**config.mk**
```make
export PLATFORM = sky130hd
export DESIGN_NAME = stream_run_seq
export DESIGN_NICKNAME = d
export VERILOG_FILES = /design/src/rtl/stream_run_seq.sv
export SDC_FILE = /design/constraint.sdc
export NUM_CORES = 1
export LEC_CHECK = 0
export BUFFER_PORTS_ARGS = -buffer_cell sky130_fd_sc_hd__buf_2
export CORE_MARGIN = 3
export CORE_UTILIZATION = 52
export DETAILED_ROUTE_END_ITERATION = 8
export PLACE_DENSITY = 0.85
export SLEW_MARGIN = 10
export SYNTH_ARGS = -nofsm -noshare
export SYNTH_HDL_FRONTEND = slang
export SYNTH_SLANG_ARGS = --single-unit
```
**constraint.sdc**
```tcl
create_clock -name clk_i -period 2.3 [get_ports clk_i]
set_input_delay 0.46 -clock clk_i [delete_from_list [all_inputs] [get_ports clk_i]]
set_output_delay 0.46 -clock clk_i [all_outputs]
set_load 0.05 [all_outputs]
```
**src/rtl/stream_run_seq.sv**
```systemverilog
// Run sequencer: accepts one run command, drives a clean start edge to the stream units and
// reports completion, status and run length once every unit has freshly finished.
module stream_run_seq #(
    parameter int unsigned NUM_UNITS = 4,
    parameter int unsigned IDLE_CYC  = 2,
    parameter int unsigned ARM_CYC   = 3,
    parameter int unsigned TIMEOUT   = 65535,
    parameter int unsigned CW        = 32
) (
    input  logic                 clk_i,
    input  logic                 rst_i,
    input  logic                 cmd_valid_i,
    output logic                 cmd_ready_o,
    input  logic [31:0]          cmd_n_i,
    input  logic                 abort_i,
    output logic [31:0]          run_n_o,
    output logic                 run_start_o,
    input  logic [NUM_UNITS-1:0] unit_finish_i,
    output logic                 busy_o,
    output logic                 done_o,
    output logic [1:0]           status_o,
    output logic [CW-1:0]        cycles_o
);

    localparam int unsigned CntW = 8;
    localparam logic [CntW-1:0] PreLast = CntW'(IDLE_CYC - 1);
    localparam logic [CntW-1:0] ArmLast = CntW'(ARM_CYC - 1);

    localparam logic [1:0] StatOk    = 2'b00;
    localparam logic [1:0] StatTmo   = 2'b01;
    localparam logic [1:0] StatZero  = 2'b10;
    localparam logic [1:0] StatAbort = 2'b11;

    typedef enum logic [2:0] {StIdle, StPre, StArm, StWait, StDone} state_e;

    state_e            state_q, state_d;
    logic [CntW-1:0]   cnt_q, cnt_d;
    logic [31:0]       run_n_q, run_n_d;
    logic              run_start_q, run_start_d;
    logic              busy_q, busy_d;
    logic              done_q, done_d;
    logic [1:0]        status_q, status_d;
    logic [CW-1:0]     cycles_q, cycles_d;

    logic accept;
    logic all_fin;
    logic timeout_hit;
    logic [CW-1:0] cycles_inc;

    assign cmd_ready_o = (state_q == StIdle) && !rst_i;
    assign accept      = cmd_valid_i && cmd_ready_o;
    assign all_fin     = &unit_finish_i;
    assign timeout_hit = (TIMEOUT != 0) && (cycles_q == CW'(TIMEOUT));
    assign cycles_inc  = (&cycles_q) ? cycles_q : cycles_q + CW'(1);

    always_ff @(posedge clk_i) begin
        if (rst_i) begin
            state_q     <= StIdle;
            cnt_q       <= '0;
            run_n_q     <= '0;
            run_start_q <= 1'b0;
            busy_q      <= 1'b0;
            done_q      <= 1'b0;
            status_q    <= StatOk;
            cycles_q    <= '0;
        end else begin
            state_q     <= state_d;
            cnt_q       <= cnt_d;
            run_n_q     <= run_n_d;
            run_start_q <= run_start_d;
            busy_q      <= busy_d;
            done_q      <= done_d;
            status_q    <= status_d;
            cycles_q    <= cycles_d;
        end
    end

    // Abort beats timeout beats completion; unit_finish is only looked at in WAIT.
    always_comb begin
        state_d = state_q;
        unique case (state_q)
            StIdle: begin
                if (accept) state_d = (cmd_n_i == '0) ? StDone : StPre;
            end
            StPre: begin
                if (abort_i)              state_d = StDone;
                else if (cnt_q == PreLast) state_d = StArm;
            end
            StArm, StWait: begin
                if (abort_i || timeout_hit)              state_d = StDone;
                else if (state_q == StWait && all_fin)   state_d = StDone;
                else if (state_q == StArm && cnt_q == ArmLast) state_d = StWait;
            end
            StDone:  state_d = StIdle;
            default: state_d = StIdle;
        endcase
    end

    always_comb begin
        cnt_d       = cnt_q;
        run_n_d     = run_n_q;
        run_start_d = run_start_q;
        status_d    = status_q;
        cycles_d    = cycles_q;
        unique case (state_q)
            StIdle: begin
                if (accept) begin
                    run_n_d  = cmd_n_i;
                    cnt_d    = '0;
                    cycles_d = '0;
                    // A zero-length run leaves run_start untouched.
                    if (cmd_n_i == '0) status_d = StatZero;
                    else               run_start_d = 1'b0;
                end
            end
            StPre: begin
                if (abort_i) begin
                    status_d = StatAbort;
                end else if (cnt_q == PreLast) begin
                    cnt_d       = '0;
                    run_start_d = 1'b1;
                end else begin
                    cnt_d = cnt_q + CntW'(1);
                end
            end
            StArm, StWait: begin
                if (abort_i) begin
                    status_d    = StatAbort;
                    run_start_d = 1'b0;
                end else if (timeout_hit) begin
                    status_d    = StatTmo;
                    run_start_d = 1'b0;
                end else if (state_q == StWait && all_fin) begin
                    status_d = StatOk;
                end else begin
                    cycles_d = cycles_inc;
                    if (state_q == StArm) cnt_d = cnt_q + CntW'(1);
                end
            end
            default: ;
        endcase
        busy_d = (state_d == StPre) || (state_d == StArm) || (state_d == StWait);
        done_d = (state_d == StDone);
    end

    assign run_n_o     = run_n_q;
    assign run_start_o = run_start_q;
    assign busy_o      = busy_q;
    assign done_o      = done_q;
    assign status_o    = status_q;
    assign cycles_o    = cycles_q;

endmodule

```
# Word-level counts from Yosys, hierarchy flattened
# Cells that the tools add are included.
op_classes:
  addsub: 2
  n_eq_ne: 23
  muxes: 36
  n_reduce_logical: 20
ops:
  columns: ["cell", "count"]
  rows:
  - ["$mux 32", 5]
  - ["$pmux 32 s2", 1]
  - ["$mux 8", 7]
  - ["$add 32x1->32 const B", 1]
  - ["$eq 32x16->1 const B", 1]
  - ["$logic_not 32->1", 1]
  - ["$reduce_and 32->1", 1]
  - ["$pmux 8 s3", 1]
  - ["$mux 3", 7]
  - ["$ne 2x2->1 const B", 10]
  - ["$eq 3x2->1 const B", 4]
  - ["$mux 2", 6]
  - ["$reduce_and 6->1", 2]
  - ["$pmux 3 s3", 1]
  - ["$add 8x1->8 const B", 1]
  - ["$eq 8x1->1 const B", 1]
  - ["$eq 8x2->1 const B", 1]
  - ["$reduce_and 7->1", 1]
  - ["$eq 3x1->1 const B", 2]
  - ["$mux 1", 6]
  - ["$pmux 2 s3", 1]
  - ["$reduce_and 5->1", 1]
  - ["$logic_and 1x1->1", 4]
  - ["$ne 4x4->1 const B", 1]
  - ["12 further kinds", 14]
word_totals:
  register_bits: 80
  in_bits: 40
  output_inout_bits: 70
  elab_cells: 89

# Longest topological paths before layout
# Gate-level depths: netlist of run 1.
logic_depth:
  ltp_word: 9
  mapped_depth: 10

# Least setup slack after synthesis of run 1
# OpenSTA, ideal clock, no wires.
synth_path:
  kind: "input port to flip-flop"
  start: "input port rst_i"
  end: "register cycles_q[18] (netlist: cycles_o[18])"
  setup_ns: 0.070
  arrival_time_ns: 2.404
  setup_slack_ns: -0.175
  cell_stages: 10
  cell_sequence: "buf_2 -> nor4_4 -> and2_1 -> buf_4 -> a21o_1 -> buf_6 -> buf_8 -> nand3_1 -> or3_1 -> a21oi_1"
synth_between:
  elab_chain_len: 5
synth_lines:
  columns: ["element", "line_no", "text"]
  rows:
  - ["start: declaration", "11", "input logic rst_i,"]
  - ["$logic_not 1->1", "50", "assign cmd_ready_o = (state_q == StIdle) && !rst_i;"]
  - ["$logic_and 1x1->1", "50", null]
  - ["net cmd_ready_o", "13", "output logic cmd_ready_o,"]
  - ["$logic_and 1x1->1", "51", "assign accept = cmd_valid_i && cmd_ready_o;"]
  - ["$ne 2x2->1 (no source line)", null, null]
  - ["$reduce_and 6->1 (no source line)", null, null]
  - ["end signal: assignment", "74", "cycles_q <= cycles_d;"]
  - ["end: declaration", "43", "logic [CW-1:0] cycles_q, cycles_d;"]
# The timed path passes the listed nets, and every way through them passes these cells.
# A chain may end at the register's enable or synchronous reset.

# Worst setup path in the final report of run 1
layout_path:
  start: "register cycles_q[16] (netlist: cycles_o[16])"
  end: "register cycles_q[24] (netlist: cycles_o[24])"
layout_between:
  elab_chain_len: 6
  word_cells_on_any_way: 11
layout_lines:
  columns: ["element", "line_no", "text"]
  rows:
  - ["$add 32x1->32", "54", "assign cycles_inc = (&cycles_q) ? cycles_q : cycles_q + CW'(1);"]
  - ["$mux 32", "54", null]
  - ["$mux 32", "133", "end else if (state_q == StWait && all_fin) begin"]
  - ["$mux 32", "130", "end else if (timeout_hit) begin"]
  - ["$mux 32", "127", "if (abort_i) begin"]
  - ["$pmux 32 s2", "105", "unique case (state_q)"]
# Several ways; a longest one is shown, not always the timed one. The select of a mux whose other input is x is not followed.

==> flow_summary.toml, run 1 <==
[run_status]
status = "complete, no violations"

[power_and_ir_drop]
p_clk_share_pct = 35.5
pwr-share-comb_pct = 15.2
leakage_uw = 0.00200
p_int_uw = 2080
p_seq_share_pct = 49.3
ir_drop_mv = 0.467
swShare_pct = 30.6
powerDensity_mw_per_mm2 = 647
p_switching_uw = 916

[cts]
clkTransAtPathRegs_ps = 90
root_buffer = "clkbuf_8"
cts_max_level = 3
cts_setup_buffers = 0
numCtsBuffers = 9
clk_latency_ps = 350
holdBufCountCts = 0
cts.sinks = 80
max-clock-path-buffers = 2
cts_tree = "built"

[timing]
holdWs_ps = 310
relSlewSlack_pct = 56.7
fmax_mhz = 469
final.setup_skew_ps = 7.60
rsz0062_at_grt = "no"
timing.final.crit_share_pct = 92.7
tightest_slew_ps = 648
slew_viol_final = 0
period_minus_slack_ps = 2130
hold_violations = 0
finalSetupViolCount = 0

[floorplanning]
die_area_mm2 = 0.00835
core_region_area_mm2 = 0.00694
rows = 30
die_width_um = 91.4
start_util_pct = 54.6
die_h_um = 91.4
ios = 110

[placement]
placed_cells = 654
place_congestion = 0.868
hpwl_mm = 7.12
postPlaceCellArea_mm2 = 0.00442
portBuffers = 109

[grt]
grt_use_total_pct = 23.8
grt_antenna_before_repair = 2
grt_pass1_vias = 3729
grt_max_degree = 45
grt_pass1_wl_mm = 16.6
gr-total-overflow = 0

[logic_synthesis]
synth.top_cells.by_area = "dfxtp_1 42%, nand2_1 7.6%, nand3b_1 6.7%"
yosys_warnings = 0
syn_nets = 511
synth_area_per_cell_um2 = 8.12
ys_seq_elements = 80
syn_inst = 467
synth-compound-area-share_pct = 14.2
synth_area_mm2 = 0.00379
yosysUniqueCellTypes = 42
synth_ff_type = "dfxtp_1"
ys_async_sr_fraction_pct = 0
yosysTopAreaCell = "dfxtp_1"
synth-xor-area-share_pct = 1.85
yosysTopAreaCellShare_pct = 42.2
synthAdderAreaFrac_pct = 1.32
seq_area_frac_synth_pct = 42.2
synth_top_family_by_area = "simple AND/OR/NAND/NOR gates"
synth.area.mux_share_pct = 0
synth_edf_count = 0
synthSimpleGateAreaFrac_pct = 36.3

[job]
max_cap_violations = 0

[route]
drc_errors = 0
detailedRoute.firstIterationViolations = 208
wl_per_cell_um = 15.0
drtAntennaViolNets = 0
vias = 3924
firstDrtPassIters = 4
wl_mm = 10.0
vias_per_cell = 5.86

[critical_path]
crit_required_ps = 2580
worstPathMaxFanout = 9
reg2reg_depth = 6
critPathCaptureType = "register"
reg2reg_slack_ps = 170
cp-start-kind = "register"
criticalPathCategory = "reg2reg"
worstPathArrival_ps = 2410

[finish]
nets = 613
syn2layout_area_growth_pct = 22.0
final_core_util_pct = 66.6
layout.cells.non_filler = 670
n_antenna_cell = 0
drive_gt1_share_pct = 25.4
stdcell_area_mm2 = 0.00463

[hold_path]
hp-class = "in2reg"
min_path_cells = 3
[registers in the layout, indices dropped and copies added (netlist names)]
register	count
cycles_o	32
run_n_o	32
cnt_q	8
state_q	3
status_o	2
busy_o	1
done_o	1
run_start_o	1
[critical path, cell delays in order (launching register included)]
cell	delay (ps)
dfxtp_1	510
nand4_1	290
nor3_1	340
o2bb2ai_4	230
nand4_4	200
or3_1	350
a21oi_1	140
[cells in the mapped netlist, types with 6 or more instances]
cell type,n
xnor2_1,7
nor2_1,20
o21ai_0,33
nand3_1,14
nand4_1,22
nor4_1,13
nand2_1,77
nor3_1,8
and3_1,11
nand3b_1,34
or3_1,32
and4_1,6
dfxtp_1,80
clkbuf_1,17
a21oi_1,40
[area by class of cell]
cell class,count,area (um^2)
Sequential cell,80,1600
Timing Repair Buffer,118,613
Multi-Input combinational cell,355,2070
Inverter,5,18.8
Clock buffer,9,124
Tap cell,96,120
Fill cell,584,2320
Clock inverter,7,77.6
[power by group through the flow]
stage	combinational (uW)	clock, uW	sequential [uW]
6_report	455	1060	1480
5_1_grt	488	1130	1480
4_1_cts	456	1080	1480
3_5_place_dp	455	0	1510
3_3_place_gp	450	0	1500
2_1_floorplan	166	0	1670
[routing by layer]
metal | share of wire, % | global-route usage, %
met3 | 9.4 | 6.63
met1 | 42 | 30.2
met5 | 0.11 | 0
met2 | 47 | 38.1
met4 | 1.6 | 9.55
[stage by stage]
| stage | TNS [ps] | setup WS, ps | total power [uW] |
|---|---|---|---|
| finish | 0 | 168 | 2990 |
| global route | 0 | 15.1 | 3100 |
| CTS | 0 | 206 | 3020 |
| detailed placement | 0 | 186 | 1960 |
| global placement | 0 | 251 | 1950 |
| floorplan | -1320 | -132 | 1840 |
[repair_timing]
item                                    CTS  global route
hold endpoints to repair                  0             0
endpoints found under the setup margin    0             1
gates resized for setup                   0             1
[logic make-up after synthesis]
group | count (synthesis)
adder cells (fa/ha/maj) | 4
AO/OA/AOI/OAI | 93
flip-flops | 80
XOR/XNOR | 8
AND/OR/NAND/NOR | 250
buffers and inverters | 32
[final timing paths]
| path | endpoint | from |
|---|---|---|
| min | run_n_o[1]$_SDFFE_PP0P_ | cmd_n_i[1] |
| max | cycles_o[24]$_SDFFE_PP0P_ | cycles_o[16]$_SDFFE_PP0P_ |
| min reg2reg | status_o[1]$_SDFFE_PP0P_ | status_o[1]$_SDFFE_PP0P_ |
| max reg2reg | cycles_o[24]$_SDFFE_PP0P_ | cycles_o[16]$_SDFFE_PP0P_ |
[placed cells by master (no fill, tap or decap), drive strengths merged, types with 2 or more instances in the layout]
cell type,count
nor2,20
ha,4
a21oi,40
clkbuf,9
a31oi,3
and2,4
a31o,2
nand2,78
and4,6
buf,118
o31ai,3
dfxtp,80
nand3,14
a21o,3
nand4,23
nand3b,34
and3,11
xnor2,7
nor4,14
nand2b,4
inv,9
o21ai,34
nor3,8
a211oi,4
or3,32
No activity file was read; power rests on OpenSTA's default activity.
==> run 2: changes to the inputs <==
--- a/config.mk
+++ b/config.mk
@@ -6,8 +6,9 @@
 export NUM_CORES = 1
 export LEC_CHECK = 0
 export BUFFER_PORTS_ARGS = -buffer_cell sky130_fd_sc_hd__buf_2
-export CORE_MARGIN = 3
+export CORE_MARGIN = 2
 export CORE_UTILIZATION = 52
+export CTS_CLUSTER_DIAMETER = 120
 export DETAILED_ROUTE_END_ITERATION = 8
 export PLACE_DENSITY = 0.85
 export SLEW_MARGIN = 10
==> run 2 against run 1 <==
Critical path depth is 1 higher. Via count down 4.0%. Routed wire length shrank 8.5%. Worst hold slack got worse by 3.0 ps. Largest cell class unchanged. Sequential power about the same. Sequential share of layout area is 0.25 points lower. Fmax grew 2.4%. Combinational power barely moved. Worst setup slack improved by 50 ps. Clock-buffer cell count grew 3. Final area is 0.73% higher. Die area decreased by 4.3%.
==> flow_summary.toml, run 2 (synthesized netlist as in run 1, its figures left out) <==
[power_and_ir_drop]
p_int_uw = 2230
pwr-share-comb_pct = 14.7
p_clk_share_pct = 37.4
ir_drop_mv = 0.390
p_switching_uw = 850
swShare_pct = 27.6
power_uw = 3080
powerDensity_mw_per_mm2 = 660
p_seq_share_pct = 47.9
leakage_uw = 0.00201

[timing]
slew_viol_final = 0
final.setup_skew_ps = 10.9
relSlewSlack_pct = 60.8
timing.final.crit_share_pct = 90.5
fmax_mhz = 480
final.setup.tns_ps = 0
holdWs_ps = 307
hold_violations = 0
tightest_slew_ps = 585
rsz0062_at_grt = "no"
finalSetupViolCount = 0
period_minus_slack_ps = 2080
fin_ws_ps = 218

[route]
detailedRoute.firstIterationViolations = 212
vias_per_cell = 5.61
vias = 3767
wl_per_cell_um = 13.7
drc_errors = 0
wl_mm = 9.17
drtAntennaViolNets = 0
firstDrtPassIters = 4

[finish]
nets = 613
n_antenna_cell = 0
drive_gt1_share_pct = 25.1
layout_commonest_cell = "buf_2"
final_core_util_pct = 65.0
layout_common_cells = "109 x buf_2, 80 x dfxtp_1, 77 x nand2_1"
syn2layout_area_growth_pct = 22.9

[critical_path]
worstPathMaxFanout = 6
critical_path.top_delay_family = "simple AND/OR/NAND/NOR gates"
r2r-start = "cycles_o[0]$_SDFFE_PP0P_"
cp-start-kind = "register"
crit_buf_inv = 0
cp_slowest_stage_delay_ps = 390
worstPathArrival_ps = 2360
crit_start = "cycles_o[0]$_SDFFE_PP0P_"
criticalPathCategory = "reg2reg"
critPathCaptureType = "register"
cp_common_cell = "and3_1"
slowest_stage = "dfxtp_1"
crit_path_cell_trace = "ha_1 -> and3_1 -> and2_1 -> and3_1 -> nand3_1 -> or3_1 -> a21oi_1"
crit_required_ps = 2580

[grt]
grt_antenna_before_repair = 0
grt_pass1_wl_mm = 14.6
grt_pass1_vias = 3197
grt_max_degree = 44
grt_use_total_pct = 23.3
gr-total-overflow = 0

[floorplanning]
die_width_um = 89.4
start_util_pct = 52.9
ios = 110
die_h_um = 89.4
core_region_area_mm2 = 0.00718
rows = 31
die_area_mm2 = 0.00799

[placement]
dp_slack_ps = 109
portBuffers = 109
hpwl_mm = 6.52
place_congestion = 0.855

[cts]
holdBufCountCts = 0
numCtsBuffers = 9
max-clock-path-buffers = 2
cts_tree = "built"
cts_resized = 0
root_buffer = "clkbuf_8"
clk_latency_ps = 350
clkTransAtPathRegs_ps = 80
cts_setup_buffers = 0
cts.sinks = 80
cts_max_level = 3

[job]
max_cap_violations = 0

[hold_path]
hold_start = "cmd_n_i[15]"
hp-class = "in2reg"

[run_status]
status = "complete, no violations"
[run 2: cell types whose count changed in the layout (fill, tap and decap cells not counted), sizes merged]
cell,before,now
clkbuf,9,12
bufinv,1,2
clkinvlp,1,0
inv,9,5
[run 2: worst paths after layout]
kind	to	slack, ps	depth (start not counted)
hold / removal	run_n_o[15]$_SDFFE_PP0P_	310	3
hold reg to reg	run_n_o[11]$_SDFFE_PP0P_	470	2
setup reg to reg	cycles_o[26]$_SDFFE_PP0P_	220	7
setup / recovery	cycles_o[26]$_SDFFE_PP0P_	220	7
[run 2: layout make-up]
| type | count | area [um^2] |
|---|---|---|
| Timing Repair Buffer | 118 | 626 |
| Fill cell | 615 | 2510 |
| Sequential cell | 80 | 1600 |
| Clock buffer | 12 | 155 |
| Multi-Input combinational cell | 355 | 2070 |
| Clock inverter | 3 | 65.1 |
| Inverter | 5 | 18.8 |
| Tap cell | 99 | 124 |
[run 2: worst min-delay path, cell delays in order]
cell	delay [ps]
buf_2	90
nand2_1	40
nand2_1	40
[run 2: power by group through the flow]
stage | combinational (uW) | clock (uW) | sequential (uW)
CTS | 454 | 1170 | 1470
finish | 452 | 1150 | 1470
floorplan | 166 | 0 | 1670
global route | 485 | 1240 | 1480
detailed placement | 454 | 0 | 1500
global placement | 447 | 0 | 1500
[run 2: layer usage]
layer	track usage, %	part of all wire [%]
met1	30.5	46
met2	35.7	45
met3	7.11	7.3
met4	9.77	1.4
met5	0	0
[run 2: through the flow]
stage / area [um^2] / std cells
final: 4660 / 672
after global routing: 4660 / 672
after global placement: 4440 / 657
after floorplan: 3840 / 467
after detailed placement: 4440 / 657
after CTS: 4660 / 672
==> run 3: changes to the inputs <==
--- a/config.mk
+++ b/config.mk
@@ -10,7 +10,7 @@
 export CORE_UTILIZATION = 52
 export CTS_CLUSTER_DIAMETER = 120
 export DETAILED_ROUTE_END_ITERATION = 8
-export PLACE_DENSITY = 0.85
+export PLACE_DENSITY = 0.8
 export SLEW_MARGIN = 10
 export SYNTH_ARGS = -nofsm -noshare
 export SYNTH_HDL_FRONTEND = slang
==> run 3 against run 2 <==
Worst setup slack better by 1.9 ps. Sequential share of layout area is 0.19 points higher. First-iteration DRC count is 25% lower. Critical path type unchanged. Largest cell class unchanged.
==> flow_summary.toml, run 3 (synthesized netlist as in run 1, its figures left out) <==
[timing]
final.setup_skew_ps = 9.26
tightest_slew_ps = 591
hold_violations = 0
rsz0062_at_grt = "no"
fmax_mhz = 481
slew_viol_final = 0
timing.final.crit_share_pct = 90.4
holdWs_ps = 312
finalSetupViolCount = 0
fin_ws_ps = 220
period_minus_slack_ps = 2080
relSlewSlack_pct = 60.4

[critical_path]
cp-start-kind = "register"
worstPathArrival_ps = 2350
cp_slowest_stage_delay_ps = 440
worst_r2r_endpoint = "cycles_o[31]$_SDFFE_PP0P_"
cp_common_cell = "and3_1"
critPathCaptureType = "register"
criticalPathCategory = "reg2reg"
reg2reg_depth = 6
crit_required_ps = 2570
crit_path_cell_trace = "and4_1 -> and3_1 -> and3_1 -> nand4_1 -> or3_1 -> a21oi_1"
slowest_stage = "dfxtp_1"
r2r-start = "cycles_o[2]$_SDFFE_PP0P_"
worstPathMaxFanout = 10
reg2reg_slack_ps = 220

[finish]
layout_common_cells = "109 x buf_2, 80 x dfxtp_1, 77 x nand2_1"
layout_commonest_cell = "buf_2"
syn2layout_area_growth_pct = 22.3
n_antenna_cell = 0
nets = 613
drive_gt1_share_pct = 25.1
final_core_util_pct = 64.6
layout.cells.non_filler = 673

[hold_path]
min_path_cells = 3
hold_end = "run_n_o[9]$_SDFFE_PP0P_"
hold_start = "cmd_n_i[9]"
hp-class = "in2reg"

[power_and_ir_drop]
powerDensity_mw_per_mm2 = 656
leakage_uw = 0.00201
ir_drop_mv = 0.478

[grt]
grt_pass1_vias = 3363
gr-total-overflow = 0
grt_max_degree = 44
grt_pass1_wl_mm = 15.4
grt_antenna_before_repair = 0
grt_use_total_pct = 24.2

[floorplanning]
die_area_mm2 = 0.00799
die_h_um = 89.4
start_util_pct = 52.9
rows = 31
ios = 110
die_width_um = 89.4
core_region_area_mm2 = 0.00718

[cts]
cts_max_level = 3
holdBufCountCts = 0
clk_latency_ps = 340
clkTransAtPathRegs_ps = 80
cts_resized = 0
cts_setup_buffers = 0
cts.sinks = 80
max-clock-path-buffers = 2
root_buffer = "clkbuf_8"
numCtsBuffers = 9
cts_tree = "built"

[route]
vias_per_cell = 5.63
wl_per_cell_um = 14.1
drc_errors = 0
firstDrtPassIters = 5
detailedRoute.firstIterationViolations = 160
wl_mm = 9.49
drtAntennaViolNets = 0
vias = 3788

[placement]
place_congestion = 0.858
dp_slack_ps = 141
portBuffers = 109
hpwl_mm = 6.74
placed_cells = 657

[run_status]
status = "complete, no violations"

[job]
max_cap_violations = 0
[run 3: per-stage QoR]
step	total power [uW]	setup TNS, ps	instance area (um^2)
2_1_floorplan	1840	-1320	3840
3_3_place_gp	1950	0	4430
4_1_cts	3060	0	4640
6_report	3040	0	4640
3_5_place_dp	1960	0	4430
5_1_grt	3160	0	4640
[run 3: cell type report]
class                           count  area [um^2]
Inverter                            5         18.8
Fill cell                         614         2540
Clock inverter                      6         83.8
Multi-Input combinational cell    355         2070
Timing Repair Buffer              118          613
Clock buffer                       10          128
Tap cell                           99          124
Sequential cell                    80         1600
[run 3: how the worst max path moves through the flow]
stage                                   startpoint                   endpoint  slack [ps]  cells after the start
after CTS                    state_q[0]$_SDFF_PP0_   status_o[1]$_SDFFE_PP0P_         220                      6
after global routing         state_q[0]$_SDFF_PP0_   status_o[1]$_SDFFE_PP0P_           2                      6
after detailed placement                     rst_i      cnt_q[7]$_SDFFE_PP0P_         140                      7
final                     cycles_o[2]$_SDFFE_PP0P_  cycles_o[31]$_SDFFE_PP0P_         220                      6
after global placement                       rst_i      cnt_q[7]$_SDFFE_PP0P_         220                      7
after floorplan                              rst_i   cycles_o[3]$_SDFFE_PP0P_        -130                     10
[run 3: power by group]
group	switching (uW)	total, uW	leakage, uW	internal [uW]
clock	506	1110	0.000110	608
sequential	35.9	1470	0.000651	1440
combinational	328	452	0.00124	124
total	870	3040	0.00201	2170
[run 3: metal layers]
metal / wire length, um / global-route usage [%] / up-vias
li1: - / - / 1898
met1: 4280 / 31.9 / 1756
met2: 4460 / 38.8 / 127
met3: 665 / 6.28 / 7
met4: 82 / 7.60 / 0
met5: 0 / 0 / -
[run 3: critical path, delay by kind of cell (launching register included)]
family | cells | cell delay, ps
DFF | 1 | 440
and+or+nand+nor | 5 | 1410
AOI/OAI and AO/OA | 1 | 150
